===== src/rtl/hi_lo_unit.sv =====
// hi_lo_unit: architectural HI/LO register pair with a multi-cycle restoring divider.
// Ports:
//   Clk, Rst              - clock, synchronous active-high reset
//   HiLoEn, HiLoWrite     - ALU write of {HI,LO} (MULT/MULTU/MADD/MSUB)
//   MthiEn, MtloEn        - MTHI/MTLO strobes, data from MoveData
//   DivStart, DivSigned   - divide request (accepted only when idle), DIV vs DIVU
//   DivA, DivB            - dividend / divisor, sampled with DivStart
//   HiLoRead              - current {HI,LO}, straight from registers
//   Busy                  - divider active
//   DivDone, DivByZero    - one-cycle completion pulse and divide-by-zero flag
module hi_lo_unit #(
  parameter int unsigned DIV_CYCLES = 32
) (
  input  logic        Clk,
  input  logic        Rst,
  input  logic        HiLoEn,
  input  logic [63:0] HiLoWrite,
  input  logic        MthiEn,
  input  logic        MtloEn,
  input  logic [31:0] MoveData,
  input  logic        DivStart,
  input  logic        DivSigned,
  input  logic [31:0] DivA,
  input  logic [31:0] DivB,
  output logic [63:0] HiLoRead,
  output logic        Busy,
  output logic        DivDone,
  output logic        DivByZero
);

  localparam int unsigned DW    = 32;
  localparam int unsigned CNT_W = $clog2(DIV_CYCLES + 1);

  typedef enum logic [1:0] {S_IDLE, S_PREP, S_ITER, S_FIX} state_e;

  state_e            state_q, state_d;
  logic [DW-1:0]     hi_q, hi_d;
  logic [DW-1:0]     lo_q, lo_d;
  logic              sgn_q, sgn_d;
  logic [DW-1:0]     a_q, a_d;     // raw dividend, kept for the divide-by-zero result
  logic [DW-1:0]     b_q, b_d;     // raw divisor, then |B| after PREP
  logic [DW-1:0]     rem_q, rem_d;
  logic [DW-1:0]     quo_q, quo_d;
  logic              qneg_q, qneg_d;
  logic              rneg_q, rneg_d;
  logic [CNT_W-1:0]  cnt_q, cnt_d;
  logic              done_q, done_d;
  logic              dbz_q, dbz_d;

  logic [DW:0]       shifted;
  logic [DW-1:0]     trial;
  logic              fits;

  // State and register update
  always_ff @(posedge Clk) begin
    if (Rst) begin
      state_q <= S_IDLE;
      hi_q    <= '0;
      lo_q    <= '0;
      sgn_q   <= 1'b0;
      a_q     <= '0;
      b_q     <= '0;
      rem_q   <= '0;
      quo_q   <= '0;
      qneg_q  <= 1'b0;
      rneg_q  <= 1'b0;
      cnt_q   <= '0;
      done_q  <= 1'b0;
      dbz_q   <= 1'b0;
    end else begin
      state_q <= state_d;
      hi_q    <= hi_d;
      lo_q    <= lo_d;
      sgn_q   <= sgn_d;
      a_q     <= a_d;
      b_q     <= b_d;
      rem_q   <= rem_d;
      quo_q   <= quo_d;
      qneg_q  <= qneg_d;
      rneg_q  <= rneg_d;
      cnt_q   <= cnt_d;
      done_q  <= done_d;
      dbz_q   <= dbz_d;
    end
  end

  // Next state; register writes applied lowest priority first so later ones win
  always_comb begin
    state_d = state_q;
    hi_d    = hi_q;
    lo_d    = lo_q;
    sgn_d   = sgn_q;
    a_d     = a_q;
    b_d     = b_q;
    rem_d   = rem_q;
    quo_d   = quo_q;
    qneg_d  = qneg_q;
    rneg_d  = rneg_q;
    cnt_d   = cnt_q;
    done_d  = 1'b0;
    dbz_d   = 1'b0;

    // One restoring step: shift {rem,quo} left and try subtracting |B|
    shifted = {rem_q, quo_q[DW-1]};
    fits    = (shifted >= {1'b0, b_q});
    trial   = shifted[DW-1:0] - b_q;

    if (MthiEn) hi_d = MoveData;
    if (MtloEn) lo_d = MoveData;
    if (HiLoEn) begin
      hi_d = HiLoWrite[63:32];
      lo_d = HiLoWrite[31:0];
    end

    case (state_q)
      S_IDLE: begin
        if (DivStart) begin
          sgn_d   = DivSigned;
          a_d     = DivA;
          b_d     = DivB;
          state_d = S_PREP;
        end
      end
      S_PREP: begin
        quo_d   = (sgn_q && a_q[DW-1]) ? (~a_q + DW'(1)) : a_q;
        b_d     = (sgn_q && b_q[DW-1]) ? (~b_q + DW'(1)) : b_q;
        qneg_d  = sgn_q & (a_q[DW-1] ^ b_q[DW-1]);
        rneg_d  = sgn_q & a_q[DW-1];
        rem_d   = '0;
        cnt_d   = '0;
        state_d = S_ITER;
      end
      S_ITER: begin
        rem_d = fits ? trial : shifted[DW-1:0];
        quo_d = {quo_q[DW-2:0], fits};
        cnt_d = cnt_q + CNT_W'(1);
        if (cnt_q == CNT_W'(DIV_CYCLES - 1)) state_d = S_FIX;
      end
      S_FIX: begin
        // Divide by zero bypasses sign correction and reports the raw dividend
        if (b_q == '0) begin
          hi_d  = a_q;
          lo_d  = '1;
          dbz_d = 1'b1;
        end else begin
          hi_d = rneg_q ? (~rem_q + DW'(1)) : rem_q;
          lo_d = qneg_q ? (~quo_q + DW'(1)) : quo_q;
        end
        done_d  = 1'b1;
        state_d = S_IDLE;
      end
      default: state_d = S_IDLE;
    endcase
  end

  assign HiLoRead  = {hi_q, lo_q};
  assign Busy      = (state_q != S_IDLE);
  assign DivDone   = done_q;
  assign DivByZero = dbz_q;

endmodule


===== config.mk =====
export PLATFORM = sky130hd
export DESIGN_NAME = hi_lo_unit
export DESIGN_NICKNAME = d
export VERILOG_FILES = /design/src/rtl/hi_lo_unit.sv
export SDC_FILE = /design/constraint.sdc
export NUM_CORES = 1
export LEC_CHECK = 0
export BUFFER_PORTS_ARGS = -buffer_cell sky130_fd_sc_hd__buf_2
export CORE_UTILIZATION = 28
export CTS_CLUSTER_DIAMETER = 50
export CTS_CLUSTER_SIZE = 25
export DETAILED_ROUTE_END_ITERATION = 10
export PLACE_DENSITY = 0.57
export SETUP_SLACK_MARGIN = 0.3
export SYNTH_ARGS = -nofsm -noshare
export SYNTH_HDL_FRONTEND = slang
export SYNTH_SLANG_ARGS = --single-unit

===== constraint.sdc =====
create_clock -name Clk -period 6.16 [get_ports Clk]
set_input_delay 0.924 -clock Clk [delete_from_list [all_inputs] [get_ports Clk]]
set_output_delay 0.924 -clock Clk [all_outputs]
set_load 0.02 [all_outputs]

==> Word-level counts from Yosys, hierarchy flattened <==
Cells that the tools add are included.
{ "totals": {"ff_bits": 205, "input_bits": 167, "out_inout_bits": 67, "elab_cells": 71} }
{ "classes": {"n_addsub": 6, "n_lt_le_gt_ge": 1, "eq_ne": 7, "n_mux": 23, "n_bitwise": 8, "n_reduce_logical": 13} }
{ "ops": {"columns": ["op", "n"], "rows": [
  ["32-bit 2-to-1 mux", 14],
  ["32-bit one-hot mux with 2 select lines", 3],
  ["32-bit by 1-bit adder with 32-bit output, second input constant", 4],
  ["32-bit NOT", 4],
  ["33-bit by 32-bit greater-or-equal comparator with 1-bit output", 1],
  ["32-bit zero test", 1],
  ["32-bit subtractor", 1],
  ["6-bit one-hot mux with 2 select lines", 1],
  ["2-bit one-hot mux with 4 select lines", 1],
  ["6-bit by 1-bit adder with 6-bit output, second input constant", 1],
  ["6-bit by 5-bit == test with 1-bit output, second input constant", 1],
  ["2-bit != test, second input constant", 3],
  ["2-bit nonzero test", 3],
  ["3-bit nonzero test", 2],
  ["2-bit == test, second input constant", 2],
  ["2-bit 2-to-1 mux", 2],
  ["2-bit AND reduction", 2],
  ["3-bit AND reduction", 1],
  ["1-bit bitwise AND", 2],
  ["2-bit by 1-bit == test with 1-bit output, second input constant", 1],
  ["1-bit logical AND", 2],
  ["2-bit zero test", 1],
  ["1-bit 2-to-1 mux", 2],
  ["2-bit OR reduction", 1],
  ["other kinds (2)", 2]
]} }

==> Depth between registers and ports, before layout <==
{ "logic_depth": {"word_depth": 5, "mapped_depth": 15} }

==> Least setup slack after synthesis <==
Ideal clock, no wire load.
{ "synth_timing": {"path_type": "register to register", "from": "register b_q[4]", "to": "register rem_q[15]", "setup_time_ps": 128, "arrival_ps": 2578, "required_time_ps": 6032, "path_slack_ps": 3454, "stages_incl_launch_ff": 14, "period_less_slack_ps": 2706, "path_cell_list": "dfxtp_1 inv_1 ha_1 a21oi_1 nand2_1 o21ai_0 a211oi_2 o21ai_1 o22ai_2 a41o_1 buf_2 nand2_1 clkbuf_1 o21ai_0"} }
{ "synth_between": {"elab_chain_cells": 3} }
{ "synth_lines": {"columns": ["element", "line", "rtl"], "rows": [
  ["from (decl)", "41", "logic [DW-1:0] b_q, b_d;"],
  ["from (signal assigned)", "62", "b_q <= '0;"],
  ["from (signal assigned)", "76", "b_q <= b_d;"],
  ["32-bit subtractor or 33-bit by 32-bit greater-or-equal comparator with 1-bit output (tied branches)", "106, 105", null],
  ["32-bit 2-to-1 mux (*)", "134", "rem_d = fits ? trial : shifted[DW-1:0];"],
  ["32-bit one-hot mux with 2 select lines (*)", "115", "case (state_q)"],
  ["to (signal assigned)", "77", "rem_q <= rem_d;"],
  ["to (decl)", "42", "logic [DW-1:0] rem_q, rem_d;"]
]} }
Every way passes the cells marked *; elsewhere a longest branch is shown, timed or not.
A chain may end at the register's enable or synchronous reset.

==> Worst setup path after layout <==
{ "layout_timing": {"from": "register b_q[10]", "to": "register rem_q[20]"} }
The elaborated chain is that of the path after synthesis.

==> summary.txt <==
outcome: complete, no violations
Post-Syn Area: 13860 um2
vias in the first global route: 13.16k
postcts setup bufs: 0
Final min period: 4030 ps
pin count of the biggest net entering global routing: 81
setup TNS: 0 ps
Die ar.: 50380 um2
area delta synth->final: 18.65%
GRT Total Usage: 0.2054
first-pass GRT wire length: 79870 um
Power, Total: 0.006688 W
Hold Buf Count CTS: 0
Final nets: 2206
H-tree levels: 1
Most Frequent Cell on Critical Path: o21ai_0
worst path bufs/invs: 1
Die Wd: 224.5 um
clock skew: 14.92 ps
Seq/Total Area, Yosys: 0.2962
Critical Path RT: 6640 ps
Rows: 81
top-count cell post-synth: nand2_1
kind of critical path: reg2reg
final hold slack: 449.2 ps
Max Cap Viol: 0
Max Root-Sink Buffers: 3
critical path launch point type: register
peak supply drop: 0.2497 mV
largest fanout on the critical path: 22
Starting Density: 0.2837
Avg Cell Area, Syn: 7.507 um2
most frequent cells after synthesis: nand2_1 (256), a21oi_1 (205), dfxtp_1 (205)
TritonCTS Buffers: 30
reg2reg path depth: 11
FF+latch count, synth: 205
number of synthesized flops with an enable pin: 0
FFs w/ async S/R, synth: 0
area leader, netlist: dfxtp_1
P_leak: 6.682 nW
Yosys warning total: 0
core area: 48850 um2
Buffers on Ports: 233
delay-heaviest family, CP: compound AO/OA/AOI/OAI gates
Post-Syn Nets: 2056
Post-Syn Instances: 1846
layout cells sized above 1: 0.1778
Clock Sinks: 205
CP max stage cell: a41o_1
CTS Root Cell: clkbuf_16
CP peak stage delay: 1030 ps
number of endpoints failing setup at the final stage: 0
hold path cells: 2
Crit path depth: 11
CTS-repair resized insts: 0
CTS tree: built
worst skew pair latency: 570 ps
post-DP HPWL: 42050 um
FILL cells: 5250
Hold Path Class: reg2reg
Arr. time, crit path: 4510 ps
Cell Chain, Critical Path: inv_1, ha_1, nand3_1, a211oi_1, o21ai_0, a211oi_2, o21ai_1, o22ai_2, a41o_1, nand2_1, o21ai_0
PD cells: 406.7 nW/um2
Max Slew Vio Count: 0
routed wire length: 53460 um
RSZ-0062 raised after global routing: false
Die H: 224.5 um
Distinct cells, synth: 89
Antenna Nets Post-Route: 0
gr ovfl total: 0
Iter 0 DRT Violations: 1002
# DRC: 0
post-layout util: 0.3366
DR pass1 iterations: 5
top cells by area, synth: dfxtp_1 (30%), a21oi_1 (7.4%), nand2_1 (6.9%), o21ai_0 (5.6%), mux2i_1 (5.1%)
Avg WL per Cell: 19.89 um
I/O pin count: 234
Final period util: 0.6543
DR vias: 14.00k
Slew headroom: 0.1595
Yosys top cell area share: 0.2962
Worst-path clk slew: 50 ps
Placed Area: 15370 um2
worst-margin pin slew: 1259 ps
routability cong.: 0.9205
routed vias/inst: 5.210
final instance area: 16440 um2
Hold Fails Final Rpt: 0
initial antenna violation count: 17
dominant synthesized flop cell: dfxtp_1
Setup crit end kind: register
Max Clk Rate: 0.2481 GHz
-- per-layer routing --
layer  global-route usage  vias up  wire length (um)
met2               0.3349      503             23680
met5                    0        -               141
met1               0.2593     6487             23390
li1                     -     6877                 -
met4              0.08075       22              2042
met3              0.05029      115              4204
-- final timing paths --
kind,from,endpoint,slack [ps]
worst max-delay path,b_q[10],rem_q[20],2130
worst min-delay path,lo_q[0],lo_q[0],450
worst max register to register,b_q[10],rem_q[20],2130
worst min register to register,lo_q[0],lo_q[0],450
-- through the flow --
stage          cells  worst slack [ps]
2_1_floorplan   1846              3454
3_3_place_gp    2628              2222
3_5_place_dp    2628              2148
4_1_cts         2683              2117
5_1_grt         2687              1717
6_report        2688              2130
-- report_power, final --
| group | switching (W) | total (W) | internal (W) |
|---|---|---|---|
| Clock | 0.000711 | 0.00180 | 0.00109 |
| Sequential | 0.000330 | 0.00190 | 0.00157 |
| Combinational | 0.00191 | 0.00299 | 0.00108 |
| Total | 0.00295 | 0.00669 | 0.00373 |
-- final cells by class --
cell class	instances	area (um2)	share of cell area
Multi-Input combinational cell	1441	8899	0.5412
Sequential cell	205	4104	0.2496
Timing Repair Buffer	245	1261	0.07671
Tap cell	664	830.8	0.05053
Clock buffer	35	810.8	0.04931
Inverter	73	274.0	0.01667
Clock inverter	20	250.2	0.01522
Antenna cell	5	12.51	0.0007610
-- cell families (layout without fill, tap and decap cells) --
group,after synthesis,in the layout,synth area share
AO/OA/AOI/OAI,581,581,0.2582
XOR/XNOR,120,120,0.07585
adder cells (fa/ha/maj),43,43,0.03937
buffers and inverters,200,373,0.06456
flip-flops,205,205,0.2962
multiplexers,79,79,0.05788
other,0,5,0
AND/OR/NAND/NOR,618,618,0.2080
-- worst min-delay path, delay by kind of cell (launching register included) --
kind / cells / cell delay (ps)
DFF: 1 / 300
and+or+nand+nor: 1 / 50
AOI/OAI and AO/OA: 1 / 50
-- cell usage in the layout, fill, tap and decap left out, types with 31 or more instances in the layout --
cell,synthesis,final
nand2_1,256,256
inv_1,72,72
ha_1,42,38
a21oi_1,205,204
mux2i_1,70,70
xor2_1,54,54
xnor2_1,66,66
nor3_1,32,31
buf_2,9,231
nor2_1,172,171
dfxtp_1,205,205
nand3_1,34,34
clkbuf_16,0,31
o21ai_0,155,155
-- state kept, by name (all words and copies together), names as in the netlist --
name       cells
a_q           32
b_q           32
hi_q          32
lo_q          32
quo_q         32
rem_q         32
cnt_q          6
state_q        2
DivByZero      1
DivDone        1
qneg_q         1
rneg_q         1
sgn_q          1
No activity file was read; power rests on OpenSTA's default activity.
